<file path="config.mk">
export PLATFORM = sky130hd
export DESIGN_NAME = viterbi_sequencer
export DESIGN_NICKNAME = d
export VERILOG_FILES = /design/src/rtl/viterbi_sequencer.sv
export SDC_FILE = /design/constraint.sdc
export NUM_CORES = 1
export LEC_CHECK = 0
export BUFFER_PORTS_ARGS = -buffer_cell sky130_fd_sc_hd__buf_2
export CORE_ASPECT_RATIO = 0.6
export CORE_UTILIZATION = 50
export CTS_CLUSTER_DIAMETER = 50
export DETAILED_ROUTE_END_ITERATION = 16
export GPL_TIMING_DRIVEN = 0
export PLACE_DENSITY = 0.78
export SYNTH_ARGS = -nofsm -noshare
export SYNTH_HDL_FRONTEND = slang
export SYNTH_SLANG_ARGS = --single-unit
</file>
<file path="constraint.sdc">
create_clock -name sys_clk -period 2.7 [get_ports sys_clk]
set_clock_uncertainty 0.2 [all_clocks]
set_input_delay 0.54 -clock sys_clk [delete_from_list [all_inputs] [get_ports sys_clk]]
set_output_delay 0.54 -clock sys_clk [all_outputs]
set_load 0.005 [all_outputs]
</file>
<file path="src/rtl/viterbi_sequencer.sv">
// Viterbi decoder control sequencer.
// Accepts one coded frame, steps the datapath through extract/branch/add/memory
// for every symbol, waits (bounded) for traceback, then hands a byte downstream.
module viterbi_sequencer #(
  parameter int N_SYM      = 8,
  parameter int TB_TIMEOUT = 31
) (
  input  logic        sys_clk,
  input  logic        rst,
  input  logic        i_flush,
  input  logic        i_valid,
  input  logic [15:0] i_data,
  output logic        o_ready,
  output logic [15:0] o_frame,
  output logic        o_en_extract,
  output logic        o_en_branch,
  output logic        o_en_add,
  output logic        o_en_memory,
  output logic        o_en_traceback,
  output logic [2:0]  o_sym_idx,
  input  logic        i_tb_done,
  output logic        o_valid,
  input  logic        i_ready,
  output logic        o_tb_timeout,
  output logic [7:0]  o_frame_cnt
);

  typedef enum logic [1:0] {
    S_IDLE,
    S_DECODE,
    S_TRACE,
    S_OUT
  } state_t;

  localparam logic [2:0] LAST_SYM  = 3'(N_SYM - 1);
  localparam logic [7:0] LAST_WAIT = 8'(TB_TIMEOUT - 1);

  state_t      state_q, state_d;
  logic [1:0]  phase_q, phase_d;
  logic [2:0]  sym_q, sym_d;
  logic [7:0]  wait_q, wait_d;
  logic [15:0] frame_q, frame_d;
  logic [7:0]  cnt_q, cnt_d;
  logic        timeout_q, timeout_d;

  assign o_frame      = frame_q;
  assign o_sym_idx    = sym_q;
  assign o_tb_timeout = timeout_q;
  assign o_frame_cnt  = cnt_q;

  // Next-state, counter updates and Moore outputs for the current state.
  always_comb begin
    // NOTE: every signal gets a default first so no path leaves one unassigned,
    // which would otherwise infer a latch.
    state_d        = state_q;
    phase_d        = phase_q;
    sym_d          = sym_q;
    wait_d         = wait_q;
    frame_d        = frame_q;
    cnt_d          = cnt_q;
    timeout_d      = timeout_q;
    o_ready        = 1'b0;
    o_valid        = 1'b0;
    o_en_extract   = 1'b0;
    o_en_branch    = 1'b0;
    o_en_add       = 1'b0;
    o_en_memory    = 1'b0;
    o_en_traceback = 1'b0;

    case (state_q)
      S_IDLE: begin
        o_ready = 1'b1;
        if (i_valid) begin
          frame_d = i_data;
          sym_d   = '0;
          phase_d = '0;
          state_d = S_DECODE;
        end
      end
      S_DECODE: begin
        case (phase_q)
          2'd0:    o_en_extract = 1'b1;
          2'd1:    o_en_branch  = 1'b1;
          2'd2:    o_en_add     = 1'b1;
          default: o_en_memory  = 1'b1;
        endcase
        // Phase 3 wraps to 0 naturally through the 2-bit add.
        phase_d = phase_q + 2'd1;
        if (phase_q == 2'd3) begin
          if (sym_q == LAST_SYM) begin
            wait_d  = '0;
            state_d = S_TRACE;
          end else begin
            sym_d = sym_q + 3'd1;
          end
        end
      end
      S_TRACE: begin
        o_en_traceback = 1'b1;
        // A done arriving on the timeout edge wins: the byte is still good.
        if (i_tb_done) begin
          state_d = S_OUT;
        end else if (wait_q == LAST_WAIT) begin
          timeout_d = 1'b1;
          state_d   = S_IDLE;
        end else begin
          wait_d = wait_q + 8'd1;
        end
      end
      default: begin
        o_valid = 1'b1;
        if (i_ready) begin
          cnt_d   = cnt_q + 8'd1;
          state_d = S_IDLE;
        end
      end
    endcase

    // Flush overrides everything above but preserves frame, count and flag.
    if (i_flush) begin
      state_d   = S_IDLE;
      phase_d   = '0;
      sym_d     = '0;
      wait_d    = '0;
      frame_d   = frame_q;
      cnt_d     = cnt_q;
      timeout_d = timeout_q;
    end
  end

  // State and datapath registers with synchronous reset.
  always_ff @(posedge sys_clk) begin
    // NOTE: non-blocking assignments so every register samples pre-edge values.
    if (rst) begin
      state_q   <= S_IDLE;
      phase_q   <= '0;
      sym_q     <= '0;
      wait_q    <= '0;
      frame_q   <= '0;
      cnt_q     <= '0;
      timeout_q <= 1'b0;
    end else begin
      state_q   <= state_d;
      phase_q   <= phase_d;
      sym_q     <= sym_d;
      wait_q    <= wait_d;
      frame_q   <= frame_d;
      cnt_q     <= cnt_d;
      timeout_q <= timeout_d;
    end
  end

endmodule

</file>
==> results of run 1 <==
cells in the mapped netlist (all sizes together):
library cell	instances	area, µm²
nor2	24	95.1
o21ai	6	30.0
xor2	7	61.3
and4	1	8.76
nand4	2	12.5
and4b	2	23.8
or3b	1	8.76
a21oi	27	135
or2	3	18.8
nand3b	2	15.0
buf	4	22.5
or3	3	18.8
o2111ai	3	26.3
nor3b	1	18.8
nand2	37	139
and3b	1	8.76
o211ai	2	15.0
o31ai	3	22.5
dfxtp	40	801
mux2i	6	60.1
and2	8	50.1
nor4	1	21.3
inv	4	15.0
nand2b	3	18.8
and3	2	12.5
clkbuf	6	22.5
nor2b	1	6.26
or4	1	7.51
xnor2	1	8.76
ha	10	125
nand3	7	35.0
or4b	1	10.0
worst min-delay path, delay by kind of cell, from the launching register on:
kind | cells | cell delay (ps)
flip-flops | 1 | 310
AND/OR/NAND/NOR | 1 | 50
AO/OA/AOI/OAI | 1 | 50
power breakdown:
part / total [mW] / switching, mW / internal, mW
sequential: 0.609 / 0.00760 / 0.602
combinational: 0.0842 / 0.0486 / 0.0357
clock: 0.561 / 0.198 / 0.364
total: 1.26 / 0.254 / 1.00
cell type report:
cell class / instances / area (µm²) / area share (%)
timing repair buffer: 55 / 275 / 11.8
sequential: 40 / 801 / 34.3
inverter: 4 / 15.0 / 0.643
tap: 45 / 56.3 / 2.41
multi-input combinational: 166 / 1010 / 43.4
buffer: 10 / 45.0 / 1.93
clock inverter: 2 / 60.1 / 2.57
clock buffer: 5 / 68.8 / 2.95
per-layer routing:
metal	wire, µm	up-vias
li1	-	877
met1	2130	747
met2	1660	48
met3	235	2
met4	17	0
met5	0	-
flip-flops by register name, summed over array words and instances, names as in the netlist:
name / cells
wait_q: 8
o_tb_timeout: 1
o_frame: 16
o_frame_cnt: 8
phase_q: 2
o_sym_idx: 3
state_q: 2
cell families after synthesis:
group           Yosys count  share of synthesized area [%]
compound gates           41                           12.2
xor+xnor                  8                           3.74
mux                       6                           3.20
fa+ha+maj                10                           6.68
flops                    40                           42.7
simple gates            101                           28.2
buf+inv                  14                           3.20
path summary, 6_finish.rpt:
path / start / end / slack (ps) / depth (start not counted)
max: state_q[0] / o_en_add / 220 / 4
min: o_frame[15] / o_frame[15] / 250 / 2
max reg2reg: wait_q[1] / state_q[1] / 650 / 5
min reg2reg: o_frame[15] / o_frame[15] / 250 / 2
stage by stage:
stage	std cells	cell area (µm²)
final	327	2330
after global routing	327	2330
after CTS	327	2330
after detailed placement	320	2210
after global placement	320	2210
after floorplan	220	1870
==> impl_summary.txt, run 1 <==
----------------------------------------------------
[CTS]
  Count of buffers added by post-CTS timing repair for setup ... 0
  Hold buffer count at cts ... 0
  Gates resized, CTS repair ... 0
  Root buffer cell ... sky130_fd_sc_hd__clkbuf_8
  Number of buffers created by CTS ... 5
  Worst-case clock buffer depth ... 2
  Later-pin clock latency in the skew report ... 280 ps
  Worst-path clk slew ... 70 ps
  Clock tree sinks ... 40
  CTS tree ... done
  CTS HTree Levels ... 2

[Run status]
  Outcome ... complete, no violations

[Critical path]
  Max stage delay cell, worst path ... sky130_fd_sc_hd__dfxtp_1
  Kind of end point of the critical path ... output port
  CP bufs+invs ... 2
  CP Data Arrival Time ... 1740 ps
  Cell family with the largest share of critical-path delay ... simple AND/OR/NAND/NOR gates
  Classification of the worst setup path ... flop to output port
  Critical Path, Cell by Cell ... buf_2, nor2b_1, and2_1, buf_2
  Most common cell on crit path ... sky130_fd_sc_hd__buf_2
  Setup crit start kind ... flop
  Largest stage delay on the critical path ... 500 ps
  CP Max Fanout ... 10
  Req. time, crit path ... 1960 ps

[Placed design]
  Final estimated routing congestion in global placement ... 0.810
  Port buffer count ... 55
  Detailed placer's ending HPWL ... 2990 µm
  Pre-CTS worst setup slack ... 486 ps

[Pwr]
  Power density of the placed cells ... 538 nW/µm²
  Leak pwr ... 1.03 nW
  Maximum resistive drop on vdd ... 0.000332 V
  Overall power ... 1.26 mW

[Detailed routing]
  Remaining antenna violation count after routing ... 0
  Wirelength per Cell ... 12.4 µm
  Via total after detailed routing ... 1674
  DRC Markers ... 0
  Via density per instance ... 5.12
  DRC violation total after the first TritonRoute iteration ... 68
  Total Wirelength ... 4040 µm
  Number of optimization iterations in the first detailed-route pass ... 4

[Die]
  Core region area ... 3420 µm²
  Starting utilization of the core area ... 54.8%
  Vert. Die Dim ... 49.4 µm
  Total number of placement rows ... 16
  Total die area ... 4010 µm²
  I/O pin count ... 57
  Die boundary width ... 81.0 µm

[Global routing]
  GR Util met1 ... 32.1%
  Global router's overall resource usage ... 22.1%
  Fraction of met2 tracks used by global routing ... 31.5%
  Met3 Resource Use GR ... 5.98%
  Number of global-route vias before repair ... 1502
  First-pass GRT wire length ... 6760 µm
  Antenna violations before repair ... 0
  Layer with the highest usage after global routing ... met1
  Pin count of the biggest net entering global routing ... 13
  Global route overflow ... 0

[STA]
  Final Hold Vio Count ... 0
  Worst setup slack after layout ... 216 ps
  Final sum of negative setup slack ... 0 ps
  Time the final worst path needs with I/O delays and setup ... 2480 ps
  Setup violators final ... 0
  Worst hold slack after final layout ... 254 ps
  Transition time at the pin with the least slew margin ... 474 ps
  Share of the cycle needed by the critical path after routing ... 92.0%
  Worst slew margin ... 68.4%
  Maximum clock rate ... 0.403 GHz
  Unrepaired setup endpoints after global routing ... no
  Total count of max-transition violations in the final report ... 0

[Hold path]
  Type of the most critical hold path ... flop to flop

[Logic synthesis]
  Distinct cell type count after synthesis ... 36
  Netlist Area Pre-Place ... 1870 µm²
  Flops & latches, synth ... 40
  Ys Warns ... 0
  Instance count of the mapped netlist ... 220
  Sequential area share after synthesis ... 42.7%
  Total nets after synthesis ... 252
  Avg Synthesized Cell Area ... 8.52 µm²

[Finish]
  Antenna fix cells ... 0
  Total number of nets in the final design ... 314
  Post-route core utilization ... 68.2%
  Number of fill cells in the layout ... 285
  Layout cells sized above 1 ... 25.9%
  Area grow syn2layout ... 24.6%
  Commonest non-fill, non-tap cells in the layout ... sky130_fd_sc_hd__buf_2 (58), sky130_fd_sc_hd__dfxtp_1 (40), sky130_fd_sc_hd__nand2_1 (37)
  Most common library cell in the layout ignoring fill and taps ... sky130_fd_sc_hd__buf_2

[Run]
  Max-Cap Viols ... 0

----------------------------------------------------
Note: power is estimated with default switching activity, not from simulation.
==> run 2: changes to the inputs <==
- CORE_UTILIZATION: 50 -> 53
- CTS_BUF_LIST: not set -> sky130_fd_sc_hd__clkbuf_8
- PLACE_DENSITY: 0.78 -> 0.82
==> impl_summary.txt, run 2 (same netlist as run 1, synthesis figures left out) <==
----------------------------------------------------
[Critical path]
  R2R Setup Slk ... 620 ps (-30 ps)
  Classification of the worst setup path ... flop to output port
  Source of the worst register-to-register timing path ... o_sym_idx[0]
  Launch point of the worst path ... state_q[0]
  R2R depth ... 6 (+1)
  CP Max Fanout ... 10 (unchanged)
  Kind of end point of the critical path ... output port
  Req. time, crit path ... 1960 ps (about the same)
  Endpoint of the most critical register-to-register path ... wait_q[3]
  Capturing element of the worst setup path ... o_en_add
  Setup crit start kind ... flop
  CP Data Arrival Time ... 1830 ps (+90 ps)

[CTS]
  Later-pin clock latency in the skew report ... 290 ps (about the same)
  Worst-path clk slew ... 80 ps (about the same)
  CTS HTree Levels ... 2 (unchanged)
  Number of buffers created by CTS ... 5 (unchanged)
  Gates resized, CTS repair ... 0 (unchanged)
  Worst-case clock buffer depth ... 2 (unchanged)
  CTS tree ... done
  Clock tree sinks ... 40 (unchanged)
  Root buffer cell ... sky130_fd_sc_hd__clkbuf_8
  Count of buffers added by post-CTS timing repair for setup ... 0 (unchanged)
  Hold buffer count at cts ... 0 (unchanged)

[Detailed routing]
  Via density per instance ... 5.19 (+1.4%)
  DRC Markers ... 0 (unchanged)
  Remaining antenna violation count after routing ... 0 (unchanged)
  Number of optimization iterations in the first detailed-route pass ... 4 (unchanged)
  Total Wirelength ... 4250 µm (+5.1%)
  Wirelength per Cell ... 13.0 µm (+4.8%)
  DRC violation total after the first TritonRoute iteration ... 98 (+44%)
  Via total after detailed routing ... 1703 (+1.7%)

[Finish]
  Total number of nets in the final design ... 314 (unchanged)
  Post-route core utilization ... 70.0% (+1.8 points)
  Layout cells sized above 1 ... 26.1% (+0.26 points)
  Flip-flop count of the largest register after layout ... 16 (unchanged)
  Area grow syn2layout ... 24.2%
  Final instance area ... 2330 µm² (-0.32%)
  Most common library cell in the layout ignoring fill and taps ... sky130_fd_sc_hd__buf_2
  Commonest non-fill, non-tap cells in the layout ... sky130_fd_sc_hd__buf_2 (58), sky130_fd_sc_hd__dfxtp_1 (40), sky130_fd_sc_hd__nand2_1 (37)
  Antenna fix cells ... 0 (unchanged)

[Die]
  I/O pin count ... 57 (unchanged)
  Total die area ... 3790 µm² (-5.5%)
  Vert. Die Dim ... 48.1 µm (-2.8%)
  Total number of placement rows ... 16 (unchanged)
  Starting utilization of the core area ... 56.4% (+1.6 points)
  Core region area ... 3320 µm² (-2.9%)
  Die boundary width ... 78.8 µm (-2.8%)

[Global routing]
  Pin count of the biggest net entering global routing ... 14 (+1)
  First-pass GRT wire length ... 6310 µm (-6.5%)
  Global router's overall resource usage ... 22.8% (+0.71 points)
  Antenna violations before repair ... 0 (unchanged)
  Global route overflow ... 0 (unchanged)
  Number of global-route vias before repair ... 1358 (-9.6%)

[Run status]
  Outcome ... complete, no violations

[Hold path]
  Hold Startpoint ... o_frame[2]
  Type of the most critical hold path ... flop to flop

[Placed design]
  Pre-CTS worst setup slack ... 483 ps (-2.94 ps)
  Detailed placer's ending HPWL ... 3120 µm (+4.6%)
  Port buffer count ... 55 (unchanged)
  Final estimated routing congestion in global placement ... 0.797 (-1.6%)
  Post-placement cell area ... 2210 µm² (unchanged)

[Pwr]
  Power density of the placed cells ... 520 nW/µm² (-3.2%)
  Leak pwr ... 1.03 nW (-0.27%)
  Maximum resistive drop on vdd ... 0.000434 V (+31%)

[STA]
  Worst setup slack after layout ... 129 ps (-86.5 ps)
  Time the final worst path needs with I/O delays and setup ... 2570 ps (+86.5 ps)
  Transition time at the pin with the least slew margin ... 485 ps (+11.7 ps)
  Unrepaired setup endpoints after global routing ... no
  Worst slew margin ... 67.6% (-0.85 points)
  Share of the cycle needed by the critical path after routing ... 95.2% (+3.2 points)
  Final sum of negative setup slack ... 0 ps (unchanged)
  Setup violators final ... 0 (unchanged)
  Final Hold Vio Count ... 0 (unchanged)
  Maximum clock rate ... 0.389 GHz (-3.4%)
  Worst hold slack after final layout ... 257 ps (+2.70 ps)
  Total count of max-transition violations in the final report ... 0 (unchanged)

[Run]
  Max-Cap Viols ... 0 (unchanged)

----------------------------------------------------
[run 2: changes by cell type in the layout (fill, tap and decap cells not counted), sizes merged]
cell,before,now
bufinv,2,1
clkbuf,11,12
clkinv,0,1
[run 2: stage by stage]
step,std cells,power (mW)
final,328,1.21
after global routing,328,1.26
after CTS,328,1.22
after detailed placement,320,0.707
after global placement,320,0.704
after floorplan,220,0.666
[run 2: layout make-up]
| type | instances | area, µm² |
|---|---|---|
| flip-flops and latches | 40 | 801 |
| well taps | 45 | 56.3 |
| plain buffers | 10 | 45.0 |
| fillers | 283 | 996 |
| repair buffers | 55 | 275 |
| inverters | 4 | 15.0 |
| clock inverters | 2 | 38.8 |
| multi-input cells | 166 | 1010 |
| clock buffers | 6 | 82.6 |
[run 2: routing by layer]
layer  track usage (%)  up-vias  share of wire [%]
met1              31.9      777                 50
met3              6.48        5                5.9
met4              8.52        0               0.85
met5                 0        -                  0
li1                  -      875                  -
met2              33.9       46                 43
[run 2: worst min-delay path by stage]
stage / cells past startpoint / endpoint / slack, ps
floorplan: 2 / o_frame[0] / 250
global placement: 2 / o_frame[5] / 240
detailed placement: 2 / o_frame[2] / 250
CTS: 2 / o_frame[2] / 260
global route: 3 / o_frame[14] / 270
finish: 2 / o_frame[2] / 260
[run 2: worst max-delay path, cell delays in order (launching register included)]
cell and delay, ps:
sky130_fd_sc_hd__dfxtp_1 510, sky130_fd_sc_hd__buf_2 260, sky130_fd_sc_hd__nor2b_1 450, sky130_fd_sc_hd__and2_1 220, sky130_fd_sc_hd__buf_2 110
[run 2: where the power goes]
part           internal [mW]  total (mW)  switching [mW]
clock network          0.302       0.516           0.214
registers              0.602       0.610         0.00791
logic                 0.0357      0.0850          0.0494
total                  0.940        1.21           0.271
==> run 3: changes to the inputs <==
- CORE_UTILIZATION: 53 -> 40
- PLACE_DENSITY: 0.82 -> not set
- SLEW_MARGIN: not set -> 20
==> impl_summary.txt, run 3 (same netlist as run 1, synthesis figures left out) <==
----------------------------------------------------
[Run status]
  Outcome ... complete, no violations

[Die]
  Total die area ... 4970 µm² (+31%)
  Starting utilization of the core area ... 43.6% (-13 points)
  I/O pin count ... 57 (unchanged)
  Die boundary width ... 90.4 µm (+15%)
  Core region area ... 4300 µm² (+29%)
  Total number of placement rows ... 18 (+2)
  Vert. Die Dim ... 55.0 µm (+14%)

[CTS]
  CTS tree ... done
  Worst-case clock buffer depth ... 2 (unchanged)
  Gates resized, CTS repair ... 0 (unchanged)
  CTS HTree Levels ... 2 (unchanged)
  Count of buffers added by post-CTS timing repair for setup ... 0 (unchanged)
  Number of buffers created by CTS ... 5 (unchanged)
  Hold buffer count at cts ... 0 (unchanged)
  Root buffer cell ... sky130_fd_sc_hd__clkbuf_8
  Worst-path clk slew ... 80 ps (about the same)
  Clock tree sinks ... 40 (unchanged)
  Later-pin clock latency in the skew report ... 290 ps (about the same)

[Critical path]
  Setup crit start kind ... flop
  Largest stage delay on the critical path ... 500 ps (about the same)
  Critical Path, Cell by Cell ... buf_2, nor2b_1, and2_1, buf_2
  CP Data Arrival Time ... 1720 ps (-110 ps)
  Classification of the worst setup path ... flop to output port
  CP Max Fanout ... 10 (unchanged)
  Kind of end point of the critical path ... output port
  CP bufs+invs ... 2 (unchanged)
  Most common cell on crit path ... sky130_fd_sc_hd__buf_2
  Cell family with the largest share of critical-path delay ... simple AND/OR/NAND/NOR gates
  Req. time, crit path ... 1960 ps (about the same)
  Max stage delay cell, worst path ... sky130_fd_sc_hd__dfxtp_1

[Detailed routing]
  Number of optimization iterations in the first detailed-route pass ... 4 (unchanged)
  DRC Markers ... 0 (unchanged)
  Via density per instance ... 4.83 (-6.9%)
  Remaining antenna violation count after routing ... 0 (unchanged)
  Wirelength per Cell ... 12.2 µm (-5.7%)
  Total Wirelength ... 4190 µm (-1.4%)
  Via total after detailed routing ... 1658 (-2.6%)
  DRC violation total after the first TritonRoute iteration ... 78 (-20%)

[STA]
  Time the final worst path needs with I/O delays and setup ... 2460 ps (-108 ps)
  Maximum clock rate ... 0.406 GHz (+4.4%)
  Final Hold Vio Count ... 0 (unchanged)
  Final sum of negative setup slack ... 0 ps (unchanged)
  Setup violators final ... 0 (unchanged)
  Worst slew margin ... 69.8% (+2.2 points)
  Worst setup slack after layout ... 237 ps (+108 ps)
  Worst hold slack after final layout ... 252 ps (-4.32 ps)
  Transition time at the pin with the least slew margin ... 453 ps (-31.9 ps)
  Total count of max-transition violations in the final report ... 0 (unchanged)
  Unrepaired setup endpoints after global routing ... no
  Share of the cycle needed by the critical path after routing ... 91.2% (-4.0 points)

[Placed design]
  Port buffer count ... 55 (unchanged)
  Pre-CTS worst setup slack ... 513 ps (+29.9 ps)
  Final estimated routing congestion in global placement ... 0.788 (-1.1%)
  Detailed placer's ending HPWL ... 3200 µm (+2.5%)
  Cell count after placement ... 335 (+4.7%)

[Global routing]
  Pin count of the biggest net entering global routing ... 13 (-1)
  Global route overflow ... 0 (unchanged)
  First-pass GRT wire length ... 6910 µm (+9.5%)
  Global router's overall resource usage ... 18.1% (-4.7 points)
  Antenna violations before repair ... 0 (unchanged)
  Number of global-route vias before repair ... 1431 (+5.4%)

[Finish]
  Number of fill cells in the layout ... 417 (+47%)
  Antenna fix cells ... 0 (unchanged)
  Number of cells in the finished layout apart from fillers ... 343 (+4.6%)
  Layout cells sized above 1 ... 25.8% (-0.35 points)
  Total number of nets in the final design ... 314 (unchanged)
  Most common library cell in the layout ignoring fill and taps ... sky130_fd_sc_hd__buf_2
  Flip-flop count of the largest register after layout ... 16 (unchanged)
  Commonest non-fill, non-tap cells in the layout ... sky130_fd_sc_hd__buf_2 (58), sky130_fd_sc_hd__dfxtp_1 (40), sky130_fd_sc_hd__nand2_1 (37)
  Area grow syn2layout ... 24.4%

[Hold path]
  Type of the most critical hold path ... flop to flop

[Run]
  Max-Cap Viols ... 0 (unchanged)

[Pwr]
  Maximum resistive drop on vdd ... 0.000242 V (-44%)
  Leak pwr ... 1.03 nW (-0.20%)
  Power density of the placed cells ... 501 nW/µm² (-3.8%)

----------------------------------------------------
-- run 3: area by class of cell --
cell class,instances,area [µm²],share of cell area [%]
clock inverter,3,38.8,1.66
buffer,10,45.0,1.93
clock buffer,5,68.8,2.95
sequential,40,801,34.3
timing repair buffer,55,275,11.8
inverter,4,15.0,0.644
multi-input combinational,166,1010,43.5
tap,60,75.1,3.22
-- run 3: worst paths after layout --
kind / start / end / slack [ps] / cells after the start
setup / recovery: state_q[0] / o_en_add / 240 / 4
hold / removal: o_frame[8] / o_frame[8] / 250 / 2
setup reg to reg: o_sym_idx[0] / wait_q[7] / 670 / 6
hold reg to reg: o_frame[8] / o_frame[8] / 250 / 2
-- run 3: layer usage --
layer	vias up	global-route usage, %	part of all wire [%]
li1	877	-	-
met1	729	26.9	54
met2	50	25.3	39
met4	0	4.84	0.41
met3	2	5.05	6.5
met5	-	0	0
-- run 3: worst min-delay path: cells and delay by family, from the launching register on --
kind               cells  cell delay [ps]
DFF                    1              310
and+or+nand+nor        1               50
AOI/OAI and AO/OA      1               50
-- run 3: stage by stage --
step / power [mW] / utilization, % / instance area [µm²]
floorplan: 0.666 / - / 1870
global placement: 0.707 / 51.7 / 2220
detailed placement: 0.708 / 51.7 / 2220
CTS: 1.19 / 54.2 / 2330
global route: 1.22 / 54.2 / 2330
finish: 1.17 / 54.2 / 2330
-- run 3: power by group --
part / internal (mW) / total (mW) / switching, mW / leakage (nW)
sequential: 0.602 / 0.609 / 0.00740 / 0.324
clock: 0.270 / 0.475 / 0.204 / 0.0593
combinational: 0.0356 / 0.0835 / 0.0479 / 0.644
